`src/rtl/line_window_ctrl.sv`:
```
// Sequencer for a K-line circular line buffer feeding a KxK sliding-window filter.
// Build option LINE_WINDOW_STALL_CNT_EN adds a saturating downstream-stall counter (stall_cnt_o).
module line_window_ctrl #(
    parameter int width_p  = 8,
    parameter int height_p = 6,
    parameter int kernel_p = 3,
    parameter int lines_p  = kernel_p,
    localparam int col_w_lp = $clog2(width_p),
    localparam int row_w_lp = $clog2(height_p),
    localparam int ptr_w_lp = (lines_p <= 1) ? 1 : $clog2(lines_p)
) (
    input  logic                clk_i,
    input  logic                reset_i,
    input  logic                valid_i,
    output logic                ready_o,
    output logic                wr_en_o,
    output logic [ptr_w_lp-1:0] wr_row_o,
    output logic [col_w_lp-1:0] wr_col_o,
    output logic                valid_o,
    input  logic                ready_i,
    output logic [ptr_w_lp-1:0] top_row_o,
    output logic [row_w_lp-1:0] row_o,
    output logic [col_w_lp-1:0] col_o,
    output logic                frame_done_o
`ifdef LINE_WINDOW_STALL_CNT_EN
    ,
    output logic [15:0]         stall_cnt_o
`endif
);

    localparam logic [col_w_lp-1:0] col_last_lp = col_w_lp'(width_p - 1);
    localparam logic [col_w_lp-1:0] col_k1_lp   = col_w_lp'(kernel_p - 1);
    localparam logic [row_w_lp-1:0] row_last_lp = row_w_lp'(height_p - 1);
    localparam logic [row_w_lp-1:0] row_k2_lp   = row_w_lp'(kernel_p - 2);
    localparam logic [ptr_w_lp-1:0] ptr_last_lp = ptr_w_lp'(lines_p - 1);
    localparam logic [ptr_w_lp-1:0] ptr_k1_lp   = ptr_w_lp'(kernel_p - 1);
    localparam logic [ptr_w_lp-1:0] ptr_wrap_lp = ptr_w_lp'(lines_p - kernel_p + 1);

    typedef enum logic {FILL, STREAM} state_e;

    state_e              state_r;
    logic [col_w_lp-1:0] col_r;
    logic [row_w_lp-1:0] row_r;
    logic [ptr_w_lp-1:0] wr_ptr_r;

    logic                accept;
    logic                last_col;
    logic                last_pix;
    logic                win_hit;
    logic [ptr_w_lp-1:0] top_row_next;

    // A token can only be popped, so the upstream may push whenever the output slot frees up.
    assign ready_o  = ~valid_o | ready_i;
    assign accept   = valid_i & ready_o;
    assign wr_en_o  = accept;
    assign wr_row_o = wr_ptr_r;
    assign wr_col_o = col_r;

    assign last_col = (col_r == col_last_lp);
    assign last_pix = last_col & (row_r == row_last_lp);
    // STREAM means row_r >= kernel_p-1, so only the column needs checking here.
    assign win_hit  = (state_r == STREAM) & (col_r >= col_k1_lp);

    // Oldest resident line, modulo lines_p, without needing a divider.
    assign top_row_next = (wr_ptr_r >= ptr_k1_lp) ? (wr_ptr_r - ptr_k1_lp)
                                                  : (wr_ptr_r + ptr_wrap_lp);

    // NOTE: all state updates use non-blocking assignments so every register samples pre-edge values.
    always_ff @(posedge clk_i) begin
        if (reset_i) begin
            state_r      <= FILL;
            col_r        <= '0;
            row_r        <= '0;
            wr_ptr_r     <= '0;
            valid_o      <= 1'b0;
            row_o        <= '0;
            col_o        <= '0;
            top_row_o    <= '0;
            frame_done_o <= 1'b0;
        end else begin
            frame_done_o <= accept & last_pix;
            if (accept) begin
                valid_o <= win_hit;
                if (win_hit) begin
                    row_o     <= row_r;
                    col_o     <= col_r;
                    top_row_o <= top_row_next;
                end
                if (last_pix) begin
                    col_r    <= '0;
                    row_r    <= '0;
                    wr_ptr_r <= '0;
                    state_r  <= FILL;
                end else if (last_col) begin
                    col_r    <= '0;
                    row_r    <= row_r + row_w_lp'(1);
                    wr_ptr_r <= (wr_ptr_r == ptr_last_lp) ? '0 : wr_ptr_r + ptr_w_lp'(1);
                    if (row_r == row_k2_lp) begin
                        state_r <= STREAM;
                    end
                end else begin
                    col_r <= col_r + col_w_lp'(1);
                end
            end else if (ready_i) begin
                valid_o <= 1'b0;
            end
        end
    end

`ifdef LINE_WINDOW_STALL_CNT_EN
    // The frame_done cycle clears the count and its own stall is dropped.
    always_ff @(posedge clk_i) begin
        if (reset_i || frame_done_o) begin
            stall_cnt_o <= '0;
        end else if (valid_o && !ready_i && (stall_cnt_o != 16'hFFFF)) begin
            stall_cnt_o <= stall_cnt_o + 16'd1;
        end
    end
`endif

endmodule

```
`config.mk`:
```
export PLATFORM = sky130hd
export DESIGN_NAME = line_window_ctrl
export DESIGN_NICKNAME = d
export VERILOG_FILES = /design/src/rtl/line_window_ctrl.sv
export SDC_FILE = /design/constraint.sdc
export NUM_CORES = 1
export LEC_CHECK = 0
export BUFFER_PORTS_ARGS = -buffer_cell sky130_fd_sc_hd__buf_2
export CORE_MARGIN = 2
export CORE_UTILIZATION = 50
export CTS_BUF_LIST = sky130_fd_sc_hd__clkbuf_16
export CTS_CLUSTER_DIAMETER = 120
export CTS_CLUSTER_SIZE = 10
export DETAILED_ROUTE_END_ITERATION = 8
export PLACE_DENSITY = 0.8
export SLEW_MARGIN = 15
export SYNTH_ARGS = -nofsm -noshare
export SYNTH_HDL_FRONTEND = slang
export SYNTH_SLANG_ARGS = --single-unit
```
`constraint.sdc`:
```
create_clock -name clk_i -period 1.65 [get_ports clk_i]
set_input_delay 0.2475 -clock clk_i [delete_from_list [all_inputs] [get_ports clk_i]]
set_output_delay 0.2475 -clock clk_i [all_outputs]
set_load 0.02 [all_outputs]
```
; ---- Yosys cells after proc, flatten, opt, wreduce, memory -nomap -nowiden
; Index checks and enable logic that the tools add are counted.
[totals]
reg_bits = 19
input_bits = 4
output_inout_bits = 17
elab_cells = 44
[classes]
add_sub_neg = 4
magnitude_cmp = 2
n_eq_ne = 4
mux = 13
bitwise = 6
n_reduce_logical = 6
[op_table]
columns = cell, n
row1 = 3-bit two-way mux, 4
row2 = 2-bit two-way mux, 4
row3 = 3-bit by 1-bit adder with 3-bit output (second input constant), 2
row4 = 3-bit == test (second input constant), 2
row5 = 2-bit nonzero test, 3
row6 = 1-bit two-way mux, 5
row7 = 1-bit AND, 4
row8 = 2-bit AND reduction, 2
row9 = 3-bit by 1-bit == test with 1-bit output (second input constant), 1
row10 = 3-bit by 2-bit greater-or-equal comparator with 1-bit output (second input constant), 1
row11 = 3-bit AND reduction, 1
row12 = 2-bit by 1-bit adder with 2-bit output (second input constant), 1
row13 = 2-bit == test (second input constant), 1
row14 = 2-bit greater-or-equal comparator (second input constant), 1
row15 = 2-bit subtractor (second input constant), 1
row16 = 1-bit NOT, 1
row17 = 1-bit OR, 1

; ---- Longest topological paths before layout
[depth]
word_depth = 4
depth_mapped = 6
ltp_nobuf = 5

; ---- Worst setup path after synthesis
; OpenSTA, ideal clock, no wires.
[synth_path]
path_type = reg2reg
start = register col_r[0] (netlist: wr_col_o[0])
end = register top_row_o[0]
setup_ps = 79
arrival_time_ps = 1577
t_required_ps = 1571
setup_slack_ps = -6
stages_incl_launch_ff = 7
n_path_buf = 1
period_less_slack_ps = 1656
path_cell_list = dfxtp_1 -> inv_1 -> ha_1 -> or3_4 -> and4_4 -> buf_6 -> a211oi_2
[synth_via]
elab_chain_cells = 3
[synth_lines]
columns = element, line_no
row1 = from (decl), 42  ; logic [col_w_lp-1:0] col_r;
row2 = from (signal assigned), 102  ; col_r <= col_r + col_w_lp'(1);
row3 = 3-bit by 2-bit greater-or-equal comparator with 1-bit output, 62  ; assign win_hit = (state_r == STREAM) & (col_r >= col_k1_lp);
row4 = 1-bit AND, 62
row5 = 2-bit AND reduction (no line), --
row6 = to (signal assigned), 87  ; top_row_o <= top_row_next;
row7 = to (decl), 21  ; output logic [ptr_w_lp-1:0] top_row_o,
; No other way between the ends.
; A chain may end at the register's enable or synchronous reset.

; ---- Final worst setup path
[layout_path]
start = register valid_o
end = output wr_en_o
[layout_via]
elab_chain_cells = 3
[layout_lines]
columns = element, line_no
row1 = from (decl), 19  ; output logic valid_o,
row2 = from (signal assigned), 83  ; valid_o <= win_hit;
row3 = 1-bit NOT, 53  ; assign ready_o = ~valid_o | ready_i;
row4 = 1-bit OR, 53
row5 = 1-bit AND, 54  ; assign accept = valid_i & ready_o;
row6 = to (decl), 16  ; output logic wr_en_o,
; No other way between the ends.

==> results.py <==
metrics = {
    "layout": {
        "layout_commonest_cell": "buf_2",
        "nFillCells": 161,
        "final_core_util": 0.648,
        "n_antenna_cell": 0,
        "drive_gt1_frac": 0.271,
        "fin_nets": 132,
        "final_cell_mix": "20 x buf_2, 17 x dfxtp_1, 15 x nand2b_1",
        "area_growth_pct": 19.7,
    },
    "drt": {
        "drt-total-wl_mm": 1.84,
        "drt-vias-per-instance": 5.34,
        "drt-wirelength-per-cell_um": 12.9,
        "drtPass1Iterations": 4,
        "drc": 0,
        "dr.first_iter.drc_count": 5,
        "antenna_left": 0,
        "vias": 763,
    },
    "floorplan": {
        "fp.dieW_um": 47.7,
        "ioPinCount": 21,
        "die-area_mm2": 0.00227,
        "num_rows": 15,
        "start_util": 0.541,
        "core_area_mm2": 0.00176,
        "die_h_um": 47.7,
    },
    "synthesis": {
        "synth_area_um2": 955,
        "ys_top_cells_by_area": "dfxtp_1 40%, ha_1 12%, nand2b_1 9.8%, mux2i_1 7.3%, a21oi_1 3.7%",
        "syn-instance-count": 99,
        "ys.flop_type": "dfxtp_1",
        "synth_cell_types": 30,
        "ys_seq_area_frac": 0.398,
        "synth_enable_flop_cells": 0,
        "async_flop_share": 0,
        "syn_nets": 112,
        "yosys_warnings": 0,
        "yosysTopAreaCellShare": 0.398,
        "yosys.area.top_type": "dfxtp_1",
        "synth_seq_cells": 19,
        "syn_area_per_cell_um2": 9.64,
    },
    "sta": {
        "post-route-min-period_ps": 1510,
        "final.hold.worst_slack_ps": 352,
        "slew_headroom": 0.722,
        "rsz0062_at_grt": "false",
        "setup_slack_ps": 135,
        "fmax_mhz": 660,
        "finalHoldViolCount": 0,
        "clock-skew-final_ps": 3.06,
        "fin_crit_sh": 0.918,
        "final_max_slew_viol_count": 0,
        "finalSetupTns_ps": 0,
        "setup_viol": 0,
        "worstMarginPinSlew_ps": 417,
    },
    "global_route": {
        "antenna_found_initial": 0,
        "grt_overflow": 0,
        "grt_max_degree": 29,
        "grt_pass1_vias": 649,
        "grt_first_pass_wirelength_mm": 2.72,
        "grt_use_total": 0.176,
    },
    "clock_tree": {
        "cts_hold_buf": 0,
        "cts_tree": "built",
        "clkLatencyLatePin_ps": 250,
        "cts_buffers": 3,
        "cts-root-buf": "clkbuf_16",
        "h-tree-depth": 1,
        "cts_buffer_depth": 2,
        "clkTransAtPathRegs_ps": 50,
        "cts.sink_count": 19,
    },
    "placed_design": {
        "hpwl_mm": 1.31,
        "gp_congestion": 0.850,
        "port_buffers": 20,
        "pre_cts_slack_ps": 141,
    },
    "setup_path": {
        "critPathSlowestCell": "dfxtp_1",
        "cp_slowest_stage_delay_ps": 320,
        "r2r_slack_ps": 140,
        "end_kind": "output pin",
        "cp_num_buf_inv": 2,
        "worstPathArrival_ps": 1270,
        "path_class": "register to output pin",
        "worst-endpoint-required_ps": 1400,
        "startpoint_type": "register",
        "crit_path_max_fanout": 5,
        "cp_top_family": "simple AND/OR/NAND/NOR gates",
        "cp_cell_sequence": "nor2b_1 -> buf_4 -> nor2_1 -> buf_2",
    },
    "worst_hold_path": {
        "hold_class": "primary input to register",
    },
    "pwr": {
        "p_leak_uw": 0.000486,
        "ir_drop_uv": 491,
        "powerDensity_mw_per_mm2": 886,
    },
    "job": {
        "maxCapViolCount": 0,
    },
    "outcome": {
        "status": "completed",
    },
}
-- power by group --
| group | total, µW | switching (µW) | leakage [µW] | internal (µW) |
|---|---|---|---|---|
| logic | 59.0 | 34.1 | 0.000290 | 24.9 |
| clock network | 482 | 160 | 0.0000423 | 322 |
| registers | 471 | 6.71 | 0.000154 | 465 |
| total | 1010 | 201 | 0.000486 | 811 |
-- final timing paths --
check,start,end,cells after the start
min,valid_i,frame_done_o,3
min reg2reg,col_o[2],col_o[2],2
max reg2reg,wr_col_o[0],wr_col_o[0],4
max,valid_o,wr_en_o,4
-- cell usage after synthesis, types with 2 or more instances --
cell	count
dfxtp_1	19
buf_2	2
o21ai_0	2
clkbuf_1	3
ha_1	9
inv_1	4
nor2_1	2
mux2i_1	7
nand2b_1	15
nand4b_1	2
o31ai_1	2
nand2_1	2
nand3_1	4
a21oi_1	7
o32ai_1	3
inv_2	2
-- kinds of logic after synthesis --
logic type,synth area share
simple gates,0.225
flops,0.398
compound gates,0.127
buf+inv,0.0577
fa+ha+maj,0.118
mux,0.0734
-- tightest hold or removal path, stage by stage --
cell    delay [ps]
buf_2          160
inv_2           90
nor4_1          50
-- registers in the layout, indices dropped and copies added (netlist names) --
| signal | count |
|---|---|
| wr_col_o | 3 |
| row_o | 3 |
| wr_row_o | 2 |
| valid_o | 1 |
| col_o | 3 |
| state_r | 1 |
| row_r | 3 |
| frame_done_o | 1 |
| top_row_o | 2 |
-- through the flow --
stage | cell area, µm² | power [µW] | cells
finish | 1140 | 1010 | 143
global route | 1140 | 1050 | 143
CTS | 1140 | 1020 | 143
detailed placement | 1060 | 539 | 139
global placement | 1060 | 537 | 139
floorplan | 956 | 524 | 99
-- routing by layer --
layer | vias to the layer above | track usage | routed length [µm]
met5 | - | 0 | 0
met1 | 357 | 0.214 | 840
met4 | 0 | 0.103 | 42
li1 | 386 | - | -
met3 | 6 | 0.0340 | 49
met2 | 14 | 0.285 | 907
-- what timing repair did --
| action | CTS | global route |
|---|---|---|
| buffers inserted | 0 | 0 |
| endpoints found under the setup margin | 0 | 1 |
| gates resized for setup | 0 | 1 |
-- cell type report --
type	count	area [µm²]	share of cell area
clock buffer	3	75.1	0.0657
clock inverter	1	3.75	0.00329
inverter	6	22.5	0.0197
multi-input combinational	68	519	0.455
sequential	19	383	0.335
tap	25	31.3	0.0274
timing repair buffer	21	108	0.0942
No activity file was read; power rests on OpenSTA's default activity.
